--- src/rtl/rect_drop_ctl.sv ---
// Per-frame rectangle motion controller: follows the mouse, drops on a left press, settles on FLOOR_Y.
// Define RECT_DROP_BOUNCE_EN to enable bouncing (RISE state); otherwise the first floor contact ends motion.
module rect_drop_ctl #(
    parameter int unsigned FLOOR_Y    = 536,
    parameter int unsigned GRAVITY    = 1,
    parameter int unsigned VMAX       = 64,
    parameter int unsigned MIN_BOUNCE = 4
) (
    input  logic        clk,
    input  logic        rst_n,
    input  logic        frame_tick,
    input  logic        mouse_left,
    input  logic [11:0] mouse_xpos,
    input  logic [11:0] mouse_ypos,
    output logic [11:0] rect_xpos,
    output logic [11:0] rect_ypos,
    output logic        moving
);

    localparam logic [11:0] FLOOR = 12'(FLOOR_Y);
    localparam logic [11:0] GRAV  = 12'(GRAVITY);
    localparam logic [11:0] VLIM  = 12'(VMAX);

`ifdef RECT_DROP_BOUNCE_EN
    localparam logic [11:0] MINB  = 12'(MIN_BOUNCE);
    typedef enum logic [1:0] {FOLLOW, FALL, RISE, REST} state_t;
`else
    typedef enum logic [1:0] {FOLLOW, FALL, REST} state_t;
`endif

    state_t      state;
    logic [11:0] vel;
    logic        btn_q;
    logic        armed;
    logic        drop_req;
    logic        press;
    logic        req;
    logic [12:0] fall_sum;
    logic [12:0] vel_inc;
    logic [11:0] mouse_y_cl;

    // armed masks the first cycle after reset so a held button is not seen as a press
    assign press      = mouse_left & ~btn_q & armed;
    assign req        = drop_req | press;
    assign fall_sum   = {1'b0, rect_ypos} + {1'b0, vel};
    assign vel_inc    = {1'b0, vel} + {1'b0, GRAV};
    assign mouse_y_cl = (mouse_ypos > FLOOR) ? FLOOR : mouse_ypos;

`ifdef RECT_DROP_BOUNCE_EN
    logic [11:0] bounce_v;
    logic [12:0] rise_diff;
    assign bounce_v  = vel - (vel >> 2);
    assign rise_diff = {1'b0, rect_ypos} - {1'b0, vel};
`endif

    always_ff @(posedge clk or negedge rst_n) begin
        if (!rst_n) begin
            btn_q    <= 1'b0;
            armed    <= 1'b0;
            drop_req <= 1'b0;
        end else begin
            btn_q    <= mouse_left;
            armed    <= 1'b1;
            drop_req <= frame_tick ? 1'b0 : req;
        end
    end

    always_ff @(posedge clk or negedge rst_n) begin
        if (!rst_n) begin
            state     <= FOLLOW;
            rect_xpos <= '0;
            rect_ypos <= '0;
            vel       <= '0;
            moving    <= 1'b0;
        end else if (frame_tick) begin
            case (state)
                FOLLOW: begin
                    rect_xpos <= mouse_xpos;
                    rect_ypos <= mouse_y_cl;
                    if (req) begin
                        state  <= FALL;
                        vel    <= '0;
                        moving <= 1'b1;
                    end
                end
                FALL: begin
                    if (fall_sum >= {1'b0, FLOOR}) begin
                        rect_ypos <= FLOOR;
`ifdef RECT_DROP_BOUNCE_EN
                        if (bounce_v < MINB) begin
                            state  <= REST;
                            vel    <= '0;
                            moving <= 1'b0;
                        end else begin
                            state <= RISE;
                            vel   <= bounce_v;
                        end
`else
                        state  <= REST;
                        vel    <= '0;
                        moving <= 1'b0;
`endif
                    end else begin
                        rect_ypos <= fall_sum[11:0];
                        vel       <= (vel_inc > {1'b0, VLIM}) ? VLIM : vel_inc[11:0];
                    end
                end
`ifdef RECT_DROP_BOUNCE_EN
                RISE: begin
                    rect_ypos <= rise_diff[12] ? '0 : rise_diff[11:0];
                    if (vel <= GRAV) begin
                        vel   <= '0;
                        state <= FALL;
                    end else begin
                        vel <= vel - GRAV;
                    end
                end
`endif
                REST: begin
                    if (req) state <= FOLLOW;
                end
                default: begin
                    state  <= FOLLOW;
                    moving <= 1'b0;
                end
            endcase
        end
    end

endmodule

--- config.mk ---
export PLATFORM = sky130hd
export DESIGN_NAME = rect_drop_ctl
export DESIGN_NICKNAME = d
export VERILOG_FILES = /design/src/rtl/rect_drop_ctl.sv
export SDC_FILE = /design/constraint.sdc
export NUM_CORES = 1
export LEC_CHECK = 0
export BUFFER_PORTS_ARGS = -buffer_cell sky130_fd_sc_hd__buf_2
export CAP_MARGIN = 20
export CELL_PAD_IN_SITES_DETAIL_PLACEMENT = 1
export CELL_PAD_IN_SITES_GLOBAL_PLACEMENT = 1
export CORE_MARGIN = 8
export CORE_UTILIZATION = 43
export CTS_BUF_LIST = sky130_fd_sc_hd__clkbuf_2
export DETAILED_ROUTE_END_ITERATION = 8
export PLACE_DENSITY = 0.86
export SYNTH_ARGS = -nofsm -noshare
export SYNTH_HDL_FRONTEND = slang
export SYNTH_SLANG_ARGS = --single-unit
--- constraint.sdc ---
create_clock -name clk -period 3.4 [get_ports clk]
set_clock_uncertainty 0.05 [all_clocks]
set_input_delay 0.34 -clock clk [delete_from_list [all_inputs] [get_ports clk]]
set_output_delay 0.34 -clock clk [all_outputs]
set_load 0.01 [all_outputs]
==> results.sh <==
export IMPL_tightestPinTransition_ns=0.9376
export IMPL_syn_inst=248
export IMPL_first_pass_iters=4
export IMPL_cts_sinks=42
export IMPL_yosysWarnings=0
export IMPL_post_route_period_util_pct=92.60
export IMPL_cts_tree="yes"
export IMPL_wl_per_cell_um=18.70
export IMPL_dp_slack_ns=0.3485
export IMPL_area_growth_pct=17.08
export IMPL_synth_seq_cells=42
export IMPL_first_global_vias=2367
export IMPL_path_class="register to register"
export IMPL_synth_async_sr_flop_share_pct=100.0
export IMPL_most_common_layout_cells="52 x buf_2, 42 x dfrtp_1, 25 x nand2_1"
export IMPL_status="finished, final reports clean"
export IMPL_swShare_pct=40.36
export IMPL_gp_congestion=0.8232
export IMPL_setup_viol=0
export IMPL_start_kind="register"
export IMPL_antenna_found_initial=0
export IMPL_hpwl_um=5587
export IMPL_rsz0062_at_grt="false"
export IMPL_wl_met2_um=3563
export IMPL_fp_coreArea_mm2=0.005507
export IMPL_drive_gt1_share_pct=26.95
export IMPL_slew_headroom_pct=37.49
export IMPL_grt_overflow_total=0
export IMPL_drtIter0Drc=101
export IMPL_die_h_um=91.66
export IMPL_rrSetupSlack_ns=0.25
export IMPL_fillers=657
export IMPL_slew_viol_final=0
export IMPL_met1_length_um=3178
export IMPL_finalCriticalPeriod_ns=3.148
export IMPL_critPathArrivalTime_ns=3.41
export IMPL_fin_tns_setup_ns=0
export IMPL_port_buffers=52
export IMPL_track_usage_pct=17.28
export IMPL_crit_fanout=10
export IMPL_path_clk_slew_ns=0.24
export IMPL_synth_avg_cell_area_um2=9.924
export IMPL_clk_insertion_delay_late_ns=0.41
export IMPL_ys_flop_type="dfrtp_1"
export IMPL_synth_top_cell_by_area="dfrtp_1"
export IMPL_synth_nets=290
export IMPL_synth_area_leaders="dfrtp_1 43%, ha_1 6.6%, mux2_2 5.9%, nand2_1 3.8%, a21oi_1 2.6%"
export IMPL_drc_errors=0
export IMPL_die_x_um=91.66
export IMPL_seqPwrFrac_pct=43.5
export IMPL_final_nets=349
export IMPL_syn_cell_area_mm2=0.002461
export IMPL_power_static_leakage_nw=1.378
export IMPL_fmax_ghz=0.3176
export IMPL_min_path_type="input port to register"
export IMPL_cap_violations=0
export IMPL_highest_layer="met4"
export IMPL_yosysTopAreaCellShare_pct=42.70
export IMPL_initial_core_util_pct=44.69
export IMPL_dieArea_mm2=0.008401
export IMPL_cts_buffer_depth=2
export IMPL_numCtsBuffers=5
export IMPL_switchingPower_mw=0.6708
export IMPL_num_io_pins=53
export IMPL_grt_max_degree=43
export IMPL_ys_types=56
export IMPL_ant_nets=0
export IMPL_powerDensity_mw_per_mm2=576.8
export IMPL_grt_pass1_wl_um=11850
export IMPL_cp_data_required_time_ns=3.66
export IMPL_mostFrequentLayoutCell="buf_2"
export IMPL_dr_total_vias=2189
export IMPL_cellInternalPower_mw=0.9913
export IMPL_cts_root_buf="clkbuf_2"
export IMPL_viasPerCell=5.761
export IMPL_p_comb_share_pct=43.3
export IMPL_synth_edf_count=0
export IMPL_num_rows=27
export IMPL_setup_ws_ns=0.2517
export IMPL_peakVddDrop_mv=0.3323
export IMPL_seq_area_frac_synth_pct=42.70
export IMPL_htreeDepth=2
export IMPL_clkPwrFrac_pct=13.2
export IMPL_dr_wl_met3_um=282
export IMPL_endpoint_kind="register"
export IMPL_wirelength_um=7106
export IMPL_hold_viol_final=0
export IMPL_postCtsSetupBuffers=0
export IMPL_antenna_cells=0
[power groups by stage]
stage               combinational [mW]  clock (mW)  sequential [mW]
finish                           0.719       0.220            0.723
global route                     0.787       0.247            0.746
CTS                              0.726       0.229            0.725
detailed placement               0.723           0            0.733
global placement                 0.693           0            0.725
floorplan                        0.398           0            0.771
[repair_timing]
| item | 4_1_cts | 5_1_grt |
|---|---|---|
| endpoints found under the setup margin | 0 | 0 |
| hold buffers | 2 | 0 |
| endpoints found under the hold margin | 13 | 0 |
| gates resized for setup | 0 | 0 |
[metrics by stage]
| stage | cell area [µm²] | utilization (%) | hold slack, ns | power, mW | cells |
|---|---|---|---|---|---|
| 4_1_cts | 2882 | 52.33 | 0.06255 | 1.680 | 380 |
| 3_5_place_dp | 2818 | 51.17 | 0.4138 | 1.456 | 370 |
| 5_1_grt | 2882 | 52.33 | 0.05220 | 1.780 | 380 |
| 6_report | 2882 | 52.33 | 0.08159 | 1.662 | 380 |
| 2_1_floorplan | 2461 | - | -0.005591 | 1.169 | 248 |
| 3_3_place_gp | 2818 | 51.17 | 0.4161 | 1.418 | 370 |
[critical path, stage by stage (launching register included)]
cell and delay [ns]:
dfrtp_1 0.48, ha_1 0.19, inv_1 0.05, fa_1 0.40, nand2b_1 0.19, a211oi_1 0.32
or3_1 0.18, o211ai_1 0.14, o311ai_4 0.58, nand2_4 0.18, a221oi_2 0.28
[flip-flops by register name (all words and copies together), names as in the netlist]
name / cells
armed: 1
vel: 12
drop_req: 1
state: 2
rect_ypos: 12
btn_q: 1
moving: 1
rect_xpos: 12
[logic make-up after synthesis]
family                     share of synthesized area, %
and+or+nand+nor                                   17.08
AOI/OAI and AO/OA                                 21.71
DFF                                               42.70
buffers and inverters                             2.795
adders and majority gates                         7.423
muxes                                             6.355
xor gates and xnor gates                          1.780
other                                            0.1524
[cell type report]
cell class	instances	area [µm²]	share of cell area [%]
multi-input cells	188	1341	46.55
flip-flops and latches	42	1051	36.47
repair buffers	58	310.3	10.77
well taps	72	90.09	3.126
inverters	12	45.04	1.563
clock buffers	6	30.03	1.042
clock inverters	2	13.76	0.4776
[cell usage after synthesis (4+ instances only)]
library cell and instances:
nor2b_1 7, nand2_1 25, ha_1 13, nand2b_1 4
inv_1 12, clkbuf_1 4, o21a_1 4, dfrtp_1 42
a22oi_1 4, nor2_1 11, nand3_1 9, o22ai_1 4
and2_1 9, o21ai_0 9, or3_1 4, mux2_2 13
a21oi_1 13
[layer usage]
layer | track usage, % | vias to the layer above
li1 | - | 1032
met1 | 21.45 | 1103
met2 | 29.23 | 44
met3 | 3.912 | 10
met4 | 4.911 | 0
met5 | 0 | -
[final timing paths]
path                          startpoint           end  cells after the start
max                               vel[0]        vel[6]                     10
min                        mouse_xpos[5]  rect_xpos[5]                      2
max reg2reg                       vel[0]        vel[6]                     10
min reg2reg                 rect_xpos[1]  rect_xpos[1]                      1
max in group asynchronous          rst_n  rect_ypos[6]                      2
min in group asynchronous          rst_n        vel[0]                      2
Note: power is estimated with default switching activity, not from simulation.
